## src/rtl/kd_tree_pkg.sv

```systemverilog
// ============================================================================
// kd_tree_pkg : shared types and constants for the KD-tree node load path
// Rev 1.0
// ============================================================================
`default_nettype none

package kd_tree_pkg;

    localparam int WORD_WIDTH     = 11;
    localparam int INTERNAL_WIDTH = 2 * WORD_WIDTH;
    localparam int ADDR_WIDTH     = 6;
    localparam int NUM_NODES      = 63;
    localparam int MAX_DIM_IDX    = 4;

    // Index field 3'b111 marks the write as a non-node pad entry.
    localparam logic [INTERNAL_WIDTH-1:0] PAD_WORD = 22'h0007FF;

    typedef enum logic [2:0] {
        IDLE     = 3'd0,
        LOAD_IDX = 3'd1,
        LOAD_MED = 3'd2,
        PAD      = 3'd3,
        DONE     = 3'd4
    } state_t;

endpackage

`default_nettype wire

```

## src/rtl/internal_node_loader.sv

```systemverilog
// ============================================================================
// internal_node_loader : packs host index/median word pairs into node config
// writes for internal_node_tree, then pads the write address back to 0.
// Rev 1.0
// ============================================================================
`default_nettype none

module internal_node_loader #(
    parameter int NUM_NODES      = kd_tree_pkg::NUM_NODES,
    parameter int ADDR_WIDTH     = kd_tree_pkg::ADDR_WIDTH,
    parameter int WORD_WIDTH     = kd_tree_pkg::WORD_WIDTH,
    parameter int INTERNAL_WIDTH = kd_tree_pkg::INTERNAL_WIDTH
) (
    input  logic                      clk,
    input  logic                      rst_n,
    input  logic                      i_start,
    input  logic                      i_in_valid,
    input  logic [WORD_WIDTH-1:0]     i_in_data,
    output logic                      o_in_ready,
    output logic                      o_fsm_enable,
    output logic                      o_sender_enable,
    output logic [INTERNAL_WIDTH-1:0] o_sender_data,
    output logic                      o_busy,
    output logic                      o_load_done,
    output logic                      o_idx_err,
    output logic [ADDR_WIDTH-1:0]     o_node_count
);
    import kd_tree_pkg::*;

    localparam int PAD_WRITES = (1 << ADDR_WIDTH) - NUM_NODES;
    localparam int PAD_CNT_W  = ADDR_WIDTH + 1;

    state_t                      r_state;
    state_t                      w_next_state;
    logic [WORD_WIDTH-1:0]       r_idx;
    logic [PAD_CNT_W-1:0]        r_pad_cnt;
    logic                        r_fsm_enable;
    logic                        r_sender_enable;
    logic [INTERNAL_WIDTH-1:0]   r_sender_data;
    logic                        r_idx_err;
    logic [ADDR_WIDTH-1:0]       r_node_count;

    logic w_in_ready;
    logic w_start_acc;
    logic w_idx_hs;
    logic w_med_hs;
    logic w_pad_wr;
    logic w_last_node;

    assign w_last_node = (r_node_count == ADDR_WIDTH'(NUM_NODES - 1));

    always_ff @(posedge clk) begin
        if (!rst_n) begin
            r_state <= IDLE;
        end else begin
            r_state <= w_next_state;
        end
    end

    always_comb begin
        w_next_state = r_state;
        w_in_ready   = 1'b0;
        w_start_acc  = 1'b0;
        w_idx_hs     = 1'b0;
        w_med_hs     = 1'b0;
        w_pad_wr     = 1'b0;
        case (r_state)
            IDLE, DONE: begin
                if (i_start) begin
                    w_start_acc  = 1'b1;
                    w_next_state = LOAD_IDX;
                end
            end
            LOAD_IDX: begin
                w_in_ready = 1'b1;
                if (i_in_valid) begin
                    w_idx_hs     = 1'b1;
                    w_next_state = LOAD_MED;
                end
            end
            LOAD_MED: begin
                w_in_ready = 1'b1;
                if (i_in_valid) begin
                    w_med_hs = 1'b1;
                    if (w_last_node) begin
                        w_next_state = (PAD_WRITES > 0) ? PAD : DONE;
                    end else begin
                        w_next_state = LOAD_IDX;
                    end
                end
            end
            PAD: begin
                w_pad_wr = 1'b1;
                if (r_pad_cnt == PAD_CNT_W'(PAD_WRITES - 1)) begin
                    w_next_state = DONE;
                end
            end
            default: begin
                w_next_state = IDLE;
            end
        endcase
    end

    // Emit stage: one registered write per median handshake or pad cycle.
    always_ff @(posedge clk) begin
        if (!rst_n) begin
            r_idx           <= '0;
            r_pad_cnt       <= '0;
            r_fsm_enable    <= 1'b0;
            r_sender_enable <= 1'b0;
            r_sender_data   <= '0;
            r_idx_err       <= 1'b0;
            r_node_count    <= '0;
        end else begin
            r_sender_enable <= w_med_hs | w_pad_wr;
            if (w_med_hs) begin
                r_sender_data <= {i_in_data, r_idx};
            end else if (w_pad_wr) begin
                r_sender_data <= INTERNAL_WIDTH'(PAD_WORD);
            end

            if (w_idx_hs) begin
                r_idx <= i_in_data;
            end

            if (w_start_acc) begin
                r_node_count <= '0;
                r_idx_err    <= 1'b0;
                r_pad_cnt    <= '0;
                r_fsm_enable <= 1'b1;
            end else begin
                if (w_idx_hs && (i_in_data[2:0] > 3'(MAX_DIM_IDX))) begin
                    r_idx_err <= 1'b1;
                end
                if (w_med_hs && (r_node_count < ADDR_WIDTH'(NUM_NODES))) begin
                    r_node_count <= r_node_count + ADDR_WIDTH'(1);
                end
                if (w_pad_wr) begin
                    r_pad_cnt <= r_pad_cnt + PAD_CNT_W'(1);
                end
                // The first DONE cycle carries the final pad strobe, so drop one cycle later.
                if (r_state == DONE) begin
                    r_fsm_enable <= 1'b0;
                end
            end
        end
    end

    assign o_in_ready      = w_in_ready;
    assign o_fsm_enable    = r_fsm_enable;
    assign o_sender_enable = r_sender_enable;
    assign o_sender_data   = r_sender_data;
    assign o_busy          = (r_state == LOAD_IDX) || (r_state == LOAD_MED) || (r_state == PAD);
    assign o_load_done     = (r_state == DONE);
    assign o_idx_err       = r_idx_err;
    assign o_node_count    = r_node_count;

endmodule

`default_nettype wire

```

## config.mk

```make
export PLATFORM = sky130hd
export DESIGN_NAME = internal_node_loader
export DESIGN_NICKNAME = d
export VERILOG_FILES = /design/src/rtl/kd_tree_pkg.sv /design/src/rtl/internal_node_loader.sv
export SDC_FILE = /design/constraint.sdc
export NUM_CORES = 1
export LEC_CHECK = 0
export CAP_MARGIN = 30
export CORE_MARGIN = 4
export CORE_UTILIZATION = 53
export DETAILED_ROUTE_END_ITERATION = 8
export PLACE_DENSITY = 0.95
export SKIP_LAST_GASP = 1
export SLEW_MARGIN = 20
export SYNTH_ARGS = -nofsm -noshare
export SYNTH_HDL_FRONTEND = slang
export SYNTH_SLANG_ARGS = --single-unit
```

## constraint.sdc

```tcl
create_clock -name clk -period 3.3 [get_ports clk]
set_input_delay 0.33 -clock clk [delete_from_list [all_inputs] [get_ports clk]]
set_output_delay 0.33 -clock clk [all_outputs]
set_load 0.005 [all_outputs]
```

Word-level counts from Yosys, hierarchy flattened
Cells that the tools add are included.
W data, S select, Z words.
Word-level totals
  memories kept: 0
  word-level logic and storage cells: 52
  bits in writable memories: 0
  latch bits: 0
  flip-flop bits (word level): 52
  bits in read-only memories: 0
  input bits: 15
  output and inout bits: 34
Cells by class
  shifts and indexed selects: 0
  muxes and demuxes: 17
  reduce and logical (&&, ||, !) cells: 12
  bitwise gates (word level): 2
  divide/modulo/power cells: 0
  add/sub/neg operators: 2
  order comparisons: 2
  equality and inequality tests: 9
  $mul: 0
Operators by type and width (number)
  $mux W22: 2
  $mux W3: 4
  $pmux W3 S4: 1
  $mux W1: 9
  $ne A2 B2 Y1 const B: 4
  $add A7 B1 Y7 const B: 1
  $logic_not A7 Y1: 1
  $add A6 B1 Y6 const B: 1
  $eq A3 B2 Y1 const B: 2
  $eq A6 B6 Y1 const B: 1
  $lt A6 B6 Y1 const B: 1
  $reduce_or A2 Y1: 3
  $reduce_and A4 Y1: 1
  $reduce_bool A2 Y1: 2
  $eq A3 B1 Y1 const B: 1
  $eq A3 B3 Y1 const B: 1
  $gt A3 B3 Y1 const B: 1
  $logic_not A3 Y1: 1
  $logic_and A1 B1 Y1: 2
  $logic_or A1 B1 Y1: 2
  $mux W2: 1
  $not A1 Y1: 1
  $or A1 B1 Y1: 1

Longest topological paths before layout
Gate-level depths: netlist of the first run.
  word-level depth: 4
  mapped depth: 7
  gate-level depth less buffers: 6

Worst setup path after synthesis of the first run
OpenSTA, ideal clock, no wires.
  kind: reg-to-reg
  start point: reg r_pad_cnt[0]
  end point: reg r_state[1]
  buffers on the path: 0
  arrival time: 1.338 ns
  setup time: 0.123 ns
  clock period less this slack: 1.461 ns
  required time: 3.177 ns
  stages on the path, launching flop included: 7
  path slack: 1.839 ns
  path through: dfxtp_1 > inv_1 > ha_1 > or4b_1 > nor3_2 > o221a_2 > a211oi_1
Between the ends
  longest elaborated chain between the ends: 3
Ends and longest elaborated chain
  from (decl): RTL line internal_node_loader.sv:36  | logic [PAD_CNT_W-1:0] r_pad_cnt;
  from (signal assigned): RTL line internal_node_loader.sv:139  | r_pad_cnt <= r_pad_cnt + PAD_CNT_W'(1);
  $logic_not A7 Y1: RTL line internal_node_loader.sv:94  | if (r_pad_cnt == PAD_CNT_W'(PAD_WRITES - 1)) begin
  $ne A2 B2 Y1 (no source line)
  $reduce_and A4 Y1 (no source line)
  to (signal assigned): RTL line internal_node_loader.sv:56  | r_state <= w_next_state;
  to (decl): RTL line internal_node_loader.sv:33  | state_t r_state;
No other way between the ends.
A chain may end at the register's enable or synchronous reset.

Final worst setup path of the first run
  start point: reg r_state[0]
  end point: out o_in_ready
Between the ends
  longest elaborated chain between the ends: 3
  elaborated cells on any way between the ends: 4
  classes of those cells: eq/ne (2); mux (1); reduce/logical (1)
Ends and longest elaborated chain
  $eq A3 B1 Y1 or $eq A3 B2 Y1 (tied branches): RTL line internal_node_loader.sv:67  | case (r_state)
  $reduce_or A2 Y1 (no source line) (*)
  $mux W1 (*): RTL line internal_node_loader.sv:67
  to (decl): RTL line internal_node_loader.sv:19  | output logic o_in_ready,
Every way passes the cells marked *; elsewhere a longest branch is shown, timed or not.

==> metrics.md, run 1 <==
| Metric | Value |
|---|---|
| Fin crit period | between 2 and 2.5 ns |
| Max Cap Viol | 0 |
| CTS clk-pin slew, worst paths | 0.10 ns |
| Area growth syn-to-layout | 25.9% |
| Power Density | 668 nW/µm² |
| Final Slew Violations | 0 |
| Avg Cell Area, Syn | 8.81 µm² |
| Detailed Route WL | a little over 5000 µm |
| RR Startpoint | r_state[2] |
| Arrival @ worst endpoint | 1.89 ns |
| Hold Path Stages | 2 |
| Die area | 5120 µm² |
| Post-synth top area share | 0.486 |
| CTS root buf | clkbuf_8 |
| Measured slew at the worst slew-check pin | 0.756 ns |
| Post-synthesis mux area share | 0.00468 |
| Design Power | roughly 0.0018 W |
| Main combinational cell family by area after synthesis | simple AND/OR/NAND/NOR gates |
| Syn. warnings | 0 |
| Critical path launch point type | flip-flop |
| Die X-Extent | 71.6 µm |
| CP required | 2.97 ns |
| CTS buffer count | 5 |
| Later-pin clock latency in the skew report | approximately 0.31 ns |
| Crit end category | output pin |
| Initial Util | 0.568 |
| Post-DRT Antenna Nets | 0 |
| Synth Area in Adders | 0.0234 |
| Wirelength per Cell | between 15 and 20 µm |
| R2r worst-path depth | 4 |
| GR Overflow Total | 0 |
| Hold WC Path Type | reg2reg |
| Cells after Synth | roughly 240 |
| Slowest-stage cell, CP | dfxtp_1 |
| Input/output buffers | 48 |
| Critical Path Start | r_state[0] |
| GR Util All Layers | 0.197 |
| CTS Hold Bufs | 0 |
| Row count | 22 |
| CTS tree | done |
| Final nets | 303 |
| Synth Net Count | between 200 and 300 |
| Antenna diode count | 0 |
| Initial antenna violation count | 0 |
| CP cell instances | nor2b_1 -> o21ba_2 -> clkdlybuf4s50_1 |
| Die height | slightly above 70 µm |
| GP Congestion | 0.840 |
| Clk buf depth | 2 |
| Distinct cell type count after synthesis | 42 |
| Crit path largest cell delay | between 0.6 and 0.7 ns |
| Simple-gate share of the synthesized area | 0.222 |
| Compound-Gate Fraction of Synth Area | 0.170 |
| Synthesized area | 2140 µm² |
| Yosys top cell by area | dfxtp_1 |
| Post-CTS setup buffer count | 0 |
| Clock sink count | 52 |
| Fin. Hold Viols | 0 |
| DP Wirelength | around 3600 µm |
| Synth area leaders | dfxtp_1, nor2_1, nand2_1, a21oi_1, a22oi_1 |
| Max H-tree Level | 2 |
| RSZ-0062 raised after global routing | false |
| Fill cells | between 200 and 300 |
| Remaining DRCs | 0 |
| Xor-xnor portion of the synthesized cell area | 0.0368 |
| Share of cells above drive strength 1 | 0.0561 |
| Core Area | ~3800 µm² |
| Final period utilization | 0.673 |
| Headroom to the max-slew limit | 0.494 |
| First-pass GRT wire length | about 8000 µm |
| Setup TNS | 0 ns |
| Critical Path Sink | o_in_ready |
| Post_cts resized | 0 |
| Crit-path max FO | 15 |
| Worst setup path class | reg2out |
| Worst Slack Setup Final | 1.08 ns |
| Static Leakage | 0.928 nW |
| Clock Skew | between 0.01 and 0.015 ns |
| Vias per inst | 5.62 |
| Worst R2R Setup Slack | roughly 1.3 ns |
| Sequential element share of the synthesized area | 0.486 |
| R2R Path End | o_sender_data[21] |
| Setup WS pre-CTS | between 1 and 1.5 ns |
| VDD IR max | approximately 0.34 mV |
| Maximum operating frequency | roughly 0.45 GHz |
| Final setup viols | 0 |
| I/O Pins | between 40 and 50 |
| DR iter-0 viols | between 200 and 300 |
| Vias in the first global route | ~1700 |
| First-pass iteration count of the detailed router | 5 |
| Outcome | complete, no violations |
| DR vias | between 1500 and 2000 |
| FF+latch count, synth | between 50 and 60 |
| Largest net degree at the start of global routing | 39 |
-- metrics by stage --
| step | area [µm²] | hold slack [ns] | instances | util |
|---|---|---|---|---|
| 2_1_floorplan | 2140 | 0.434 | 243 | - |
| 3_3_place_gp | 2600 | 0.443 | 325 | 0.689 |
| 3_5_place_dp | 2600 | 0.447 | 325 | 0.689 |
| 4_1_cts | 2700 | 0.463 | 333 | 0.715 |
| 5_1_grt | 2700 | 0.507 | 333 | 0.715 |
| 6_report | 2700 | 0.470 | 333 | 0.715 |
-- area by class of cell --
class / count / area [µm²] / share of cell area
Clock buffer: 5 / 68.8 / 0.0255
Clock inverter: 3 / 27.5 / 0.0102
Inverter: 7 / 26.3 / 0.00974
Multi-Input combinational cell: 168 / 977 / 0.362
Sequential cell: 52 / 1040 / 0.386
Tap cell: 48 / 60.1 / 0.0223
Timing Repair Buffer: 50 / 495 / 0.184
-- routing by layer --
layer	share of wire	global-route usage	up-vias
li1	-	-	922
met1	0.43	0.253	868
met2	0.50	0.330	76
met3	0.065	0.0505	6
met4	0.0091	0.0522	0
met5	0	0	-
-- worst max-delay path: cells and delay by family (launching register included) --
kind            cells  cell delay [ns]
flops               1             0.62
compound gates      1             0.17
buf+inv             1             0.49
simple gates        1             0.30
-- Yosys cell counts, drive strengths merged --
cell     number
o21a          1
nand3b        2
nor3b         1
a211oi        4
nand3         1
inv           7
a21oi        17
o21ai         1
and2          1
nand2        35
and3b         2
nor2         42
a22oi        11
mux2i         1
xor2          1
a31oi         2
and4          1
nor2b         2
nand4         1
nand4bb       1
nand4b        1
o221a         1
clkbuf        6
dfxtp        52
or4b          1
o22ai        11
xnor2         8
buf          10
and4bb        1
a2111oi       2
nor3          7
ha            4
o2bb2ai       1
o21ba         1
nand2b        1
nor4b         2
-- cells in the final DEF (no fill, tap or decap), types with 2 or more instances in the layout --
cell type / count
nand2_1: 35
ha_1: 4
xnor2_1: 8
nor2b_1: 2
clkbuf_8: 5
nor2_1: 42
a31oi_1: 2
dfxtp_1: 52
o22ai_1: 11
nor4b_1: 2
nand3b_1: 2
a22oi_1: 11
buf_4: 2
a211oi_1: 4
clkdlybuf4s50_1: 48
nor3_1: 6
inv_1: 7
a21oi_1: 17
and3b_1: 2
-- report_power, final --
group	total [W]	internal [W]	leakage [nW]	switching, W
combinational	0.000587	0.000316	0.460	0.000271
clock	0.000378	0.000156	0.0463	0.000222
sequential	0.000837	0.000729	0.422	0.000109
total	0.00180	0.00120	0.928	0.000602
-- kinds of logic (layout without fill, tap and decap cells) --
family	Yosys count	in the layout
XOR/XNOR	9	9
AND/OR/NAND/NOR	102	102
flip-flops	52	52
AO/OA/AOI/OAI	52	52
buffers and inverters	23	65
multiplexers	1	1
adder cells (fa/ha/maj)	4	4
-- flip-flops by register name (all words and copies together), names as in the netlist --
signal	cells
o_sender_data	22
r_idx	11
r_pad_cnt	7
o_node_count	6
r_state	3
o_fsm_enable	1
o_idx_err	1
o_sender_enable	1
-- worst min-delay path by stage --
stage	slack, ns	end	from
floorplan	0.43	r_idx[0]	r_idx[0]
global placement	0.44	r_idx[9]	r_idx[9]
detailed placement	0.45	r_idx[5]	r_idx[5]
CTS	0.46	r_idx[5]	r_idx[5]
global route	0.51	r_idx[5]	r_idx[5]
finish	0.47	r_idx[5]	r_idx[5]
No activity file was read; power rests on OpenSTA's default activity.
==> run 2: changes to the inputs <==
Settings changed: CORE_UTILIZATION 53 to 44, PLACE_DENSITY 0.95 to 0.85.
Clock period 3.3 ns to 2 ns, I/O delays scaled along.
==> run 2 against run 1 <==
Register-to-register slack got worse by 1.0 ns. Power increased by 67%. Setup slack lost 0.90 ns. Final cell count increased by 7.5%. First-iteration DRC count fell by 59%. Core utilization decreased by 13 points. Worst hold slack got worse by 0.0088 ns. Critical path depth did not move. Count of clock-buffer cells in the layout grew 1. Sequential share of layout area fell by 0.86 points. Combinational power up 84%. Largest cell class unchanged. Largest power group unchanged.
==> metrics.md, run 2 (synthesized netlist as in run 1, its figures left out) <==
| Metric | Value |
|---|---|
| Outcome | complete, no violations |
| Remaining DRCs | 0 |
| Antenna diode count | 0 |
| Commonest non-fill, non-tap cells in the layout | dfxtp_1, clkdlybuf4s50_1, nor2_1 |
| Clk buf depth | 2 |
| Input/output buffers | 48 |
| Vias in the first global route | 1714 |
| Die height | 77.8 µm |
| RR Startpoint | r_state[2] |
| Maximum operating frequency | approximately 0.55 GHz |
| Worst setup path class | reg2out |
| Fill cells | around 420 |
| Clock Skew | 0.0113 ns |
| GR Util All Layers | 0.162 |
| GP Congestion | 0.758 |
| Max FFs per register | 22 |
| VDD IR max | between 0.6 and 0.7 mV |
| Crit path buf inv count | 1 |
| GR Overflow Total | 0 |
| Die area | a little over 6000 µm² |
| WHS Endpoint | r_idx[9] |
| Max H-tree Level | 2 |
| CP required | roughly 1.8 ns |
| Measured slew at the worst slew-check pin | just under 0.5 ns |
| RSZ-0062 raised after global routing | false |
| Crit end category | output pin |
| Final nets | 309 |
| Final period utilization | 0.908 |
| DR vias | roughly 1800 |
| CTS clk-pin slew, worst paths | approximately 0.090 ns |
| Share of cells above drive strength 1 | 0.0790 |
| Arrival @ worst endpoint | approximately 1.6 ns |
| CTS root buf | clkbuf_8 |
| CTS tree | done |
| Wirelength per Cell | ~14 µm |
| CP cell instances | nor2b_1 -> o21ba_2 -> clkdlybuf4s50_1 |
| Largest net degree at the start of global routing | 38 |
| Crit path largest cell delay | approximately 0.5 ns |
| Static Leakage | ~0.95 nW |
| Most common cell after layout, fill and taps aside | dfxtp_1 |
| Fin crit period | approximately 1.8 ns |
| R2R Path End | o_node_count[5] |
| Hold Path Stages | 2 |
| Detailed Route WL | around 4900 µm |
| Final Slew Violations | 0 |
| Final setup viols | 0 |
| Setup TNS | 0 ns |
| Headroom to the max-slew limit | 0.675 |
| Slowest-stage cell, CP | clkdlybuf4s50_1 |
| Die X-Extent | 77.8 µm |
| First-pass GRT wire length | approximately 8000 µm |
| Power Density | 1090 nW/µm² |
| Initial antenna violation count | 0 |
| First-pass iteration count of the detailed router | 4 |
| Max Cap Viol | 0 |
| Row count | 25 |
| Top Family by Delay on Critical Path | buffers and inverters |
| Core Area | roughly 4700 µm² |
| Initial Util | 0.453 |
| I/O Pins | between 40 and 50 |
| Hold WC Path Type | reg2reg |
| DR iter-0 viols | roughly 120 |
| Clock sink count | between 50 and 60 |
| Worst R2R Setup Slack | between 0.3 and 0.4 ns |
| Later-pin clock latency in the skew report | 0.31 ns |
| CTS Hold Bufs | 0 |
| Critical path launch point type | flip-flop |
| Fin. Hold Viols | 0 |
| DP Wirelength | 3510 µm |
| Min-delay src | r_idx[9] |
| Post-DRT Antenna Nets | 0 |
| Crit-path max FO | 5 |
| Vias per inst | 5.15 |
| CTS buffer count | 5 |
| Area growth syn-to-layout | 29.0% |
| Critical Path Start | r_state[1] |
| R2r worst-path depth | 5 |
| Design Power | around 0.003 W |
-- run 2: cell types whose count changed in the layout (fill, tap and decap cells not counted), sizes merged --
cell	previous run	this run
inv	8	7
clkbuf	5	6
buf	2	8
-- run 2: timing repair --
| action | 4_1_cts | 5_1_grt |
|---|---|---|
| endpoints found under the setup margin | 0 | 1 |
| resized for setup | 0 | 2 |
| setup buffers | 0 | 0 |
-- run 2: layer usage --
| layer | track usage | share of wire | vias up |
|---|---|---|---|
| met1 | 0.220 | 0.48 | 869 |
| li1 | - | - | 926 |
| met4 | 0.0480 | 0.011 | 0 |
| met5 | 0 | 0 | - |
| met3 | 0.0325 | 0.043 | 6 |
| met2 | 0.259 | 0.47 | 44 |
-- run 2: worst register-to-register path: stages (launching register included) --
cell and delay (ns):
dfxtp_1 0.31, buf_4 0.17, nand4bb_1 0.43, a2111oi_4 0.45, xnor2_1 0.16, nor2_1 0.05
-- run 2: worst max path at each step --
| stage | to | depth (start not counted) |
|---|---|---|
| 2_1_floorplan | r_state[1] | 6 |
| 3_3_place_gp | o_node_count[5] | 5 |
| 3_5_place_dp | o_node_count[3] | 5 |
| 4_1_cts | o_in_ready | 3 |
| 5_1_grt | o_in_ready | 3 |
| 6_report | o_in_ready | 3 |
-- run 2: stage by stage --
step | std cells | worst slack (ns) | cell area, µm² | util | hold slack, ns
finish | 358 | 0.184 | 2760 | 0.585 | 0.461
global route | 358 | 0.0766 | 2760 | 0.585 | 0.482
CTS | 358 | 0.0401 | 2760 | 0.584 | 0.460
detailed placement | 350 | 0.219 | 2670 | 0.565 | 0.447
global placement | 350 | 0.260 | 2670 | 0.565 | 0.443
floorplan | 243 | 0.539 | 2140 | - | 0.333
-- run 2: cell type report --
| type | count | area (µm²) | area share |
|---|---|---|---|
| Clock buffer | 6 | 72.6 | 0.0263 |
| Inverter | 7 | 26.3 | 0.00952 |
| Clock inverter | 2 | 16.3 | 0.00589 |
| Multi-Input combinational cell | 168 | 980 | 0.355 |
| Timing Repair Buffer | 56 | 541 | 0.196 |
| Sequential cell | 52 | 1040 | 0.377 |
| Tap cell | 67 | 83.8 | 0.0304 |
-- run 2: power breakdown --
| part | leakage [nW] | internal (W) | switching (W) |
|---|---|---|---|
| Sequential | 0.422 | 0.00121 | 0.000121 |
| Clock | 0.0414 | 0.000250 | 0.000354 |
| Combinational | 0.491 | 0.000571 | 0.000506 |
| Total | 0.954 | 0.00203 | 0.000980 |
==> run 3: changes to the inputs <==
Settings changed: CORE_MARGIN 4 to 2.
Clock period 2 ns to 1.6 ns, I/O delays scaled along.
==> run 3 against run 2 <==
The flow now finishes with violations (negative setup slack). Final cell count is 0.28% lower. Setup slack worse by 0.19 ns. Via count is 5.0% higher. Critical endpoint is now r_state[1].
==> metrics.md, run 3 (synthesized netlist as in run 1, its figures left out) <==
| Metric | Value |
|---|---|
| Outcome | finished, violations left |
| Failing checks | negative setup slack |
| Finished Cell Area | roughly 2900 µm² |
| Fin crit period | 1.60 ns |
| Uppermost layer routed | met4 |
| Final setup viols | 1 |
| Largest net degree at the start of global routing | 24 |
| Die area | between 5000 and 6000 µm² |
| CTS clk-pin slew, worst paths | around 0.10 ns |
| Detailed Route WL | 5160 µm |
| Share of cells above drive strength 1 | 0.158 |
| Crit-path max FO | 3 |
| Remaining DRCs | 0 |
| First-pass iteration count of the detailed router | 4 |
| CP required | approximately 1.8 ns |
| Max Cap Viol | 0 |
| Design Power | 0.00404 W |
| Worst setup path class | reg2reg |
| Layout Cells excl Fill | ~360 |
| DR WL met2 | 2480 µm |
| Antenna diode count | 0 |
| Metal3 WL | approximately 290 µm |
| Fill cells | 400 |
| Post-DRT Antenna Nets | 0 |
| RR Startpoint | r_pad_cnt[1] |
| Final period utilization | 1.00 |
| Clk buf depth | 2 |
| Hold Path Stages | 3 |
| RSZ-0062 raised after global routing | true |
| Crit path largest cell delay | 0.47 ns |
| DP Area | roughly 2700 µm² |
| Area growth syn-to-layout | 36.5% |
| GR Util All Layers | 0.195 |
| WL met1 | approximately 2300 µm |
| WHS Endpoint | r_idx[9] |
| CP cell instances | inv_2 -> ha_1 -> or4b_4 -> nor3_4 -> o221a_2 -> a211oi_1 |
| Row count | 25 |
| Arrival @ worst endpoint | between 1.5 and 2 ns |
| Commonest non-fill, non-tap cells in the layout | dfxtp_1, clkdlybuf4s50_1, nor2_1 |
| Power Density | around 1400 nW/µm² |
| Static Leakage | about 1.1 nW |
| Max FFs per register | 22 |
| Clock sink count | between 50 and 60 |
| CTS root buf | clkbuf_8 |
| VDD IR max | between 0.6 and 0.7 mV |
| Die X-Extent | ~74 µm |
| Initial antenna violation count | 0 |
| DR iter-0 viols | 152 |
| Wirelength per Cell | approximately 14 µm |
| Worst R2R Setup Slack | -0.003 ns |
| R2R Path End | r_state[1] |
| Vias per inst | between 5 and 6 |
| I/O Pins | 49 |
| Measured slew at the worst slew-check pin | just under 0.5 ns |
| Critical path launch point type | flip-flop |
| Final nets | ~320 |
| DP Wirelength | around 3600 µm |
| Fin Hold WS | approximately 0.44 ns |
| Slowest-stage cell, CP | or4b_4 |
| Placed cells | approximately 340 |
| Max H-tree Level | 2 |
| CTS buffer count | 5 |
| Die height | 73.8 µm |
| GP Congestion | between 0.8 and 0.9 |
| Initial Util | 0.456 |
| Final Slew Violations | 0 |
| Headroom to the max-slew limit | 0.673 |
| Maximum operating frequency | ~0.62 GHz |
| DR vias | 1937 |
| Vias in the first global route | 1740 |
| Later-pin clock latency in the skew report | ~0.32 ns |
| Worst Slack Setup Final | -0.00289 ns |
| Core Area | 4690 µm² |
| R2r worst-path depth | 6 |
| Min-delay src | i_in_data[9] |
| Hold WC Path Type | in2reg |
| Input/output buffers | 48 |
| First-pass GRT wire length | 8110 µm |
| CTS tree | done |
| GR Overflow Total | 0 |
| Crit end category | flip-flop |
| Most common cell after layout, fill and taps aside | dfxtp_1 |
| Clock Skew | around 0.013 ns |
| Fin. Hold Viols | 0 |
==> run 3: metal layers <==
| metal | vias up | global-route usage |
|---|---|---|
| met5 | - | 0 |
| met4 | 0 | 0.0707 |
| met3 | 10 | 0.0398 |
| met2 | 55 | 0.314 |
| met1 | 921 | 0.258 |
| li1 | 951 | - |
==> run 3: worst max path at each step <==
stage,start,to,slack [ns],depth (start not counted)
after floorplan,r_pad_cnt[0],r_state[1],0.14,6
after global placement,i_in_valid,o_node_count[5],-0.0009,6
after detailed placement,i_in_valid,o_sender_data[20],-0.06,7
after CTS,r_state[0],o_in_ready,-0.009,4
after global routing,r_pad_cnt[1],r_state[1],-0.06,6
final,r_pad_cnt[1],r_state[1],-0.003,6
==> run 3: cell type report <==
| class | count | area (µm²) | area share |
|---|---|---|---|
| Clock inverter | 3 | 25.0 | 0.00857 |
| Clock buffer | 5 | 68.8 | 0.0236 |
| Sequential cell | 52 | 1050 | 0.360 |
| Timing Repair Buffer | 68 | 664 | 0.227 |
| Multi-Input combinational cell | 168 | 1020 | 0.348 |
| Tap cell | 54 | 67.6 | 0.0231 |
| Inverter | 7 | 26.3 | 0.00899 |
==> run 3: repair_timing <==
action,4_1_cts,5_1_grt
pin swaps,0,3
hold endpoints to repair,0,0
setup endpoints to repair,3,16
setup buffers,3,2
hold buffers,0,0
gates cloned,0,0
resized for setup,10,13
==> run 3: through the flow <==
step	TNS, ns	setup WS (ns)	utilization
after global placement	-0.000852	-0.000852	0.579
after global routing	-0.0871	-0.0589	0.623
after detailed placement	-0.273	-0.0571	0.579
final	-0.00289	-0.00289	0.623
after floorplan	0	0.139	-
after CTS	-0.00878	-0.00878	0.611
==> run 3: power by group <==
| group | total, W | switching, W | internal (W) | leakage (nW) |
|---|---|---|---|---|
| sequential | 0.00166 | 0.000141 | 0.00152 | 0.425 |
| combinational | 0.00159 | 0.000716 | 0.000877 | 0.599 |
| clock | 0.000786 | 0.000467 | 0.000320 | 0.0452 |
==> run 3: critical path, delay by kind of cell (launching register included) <==
family / cells / cell delay [ns]
adder cells (fa/ha/maj): 1 / 0.13
AND/OR/NAND/NOR: 2 / 0.72
AO/OA/AOI/OAI: 2 / 0.27
flip-flops: 1 / 0.33
buffers and inverters: 1 / 0.05
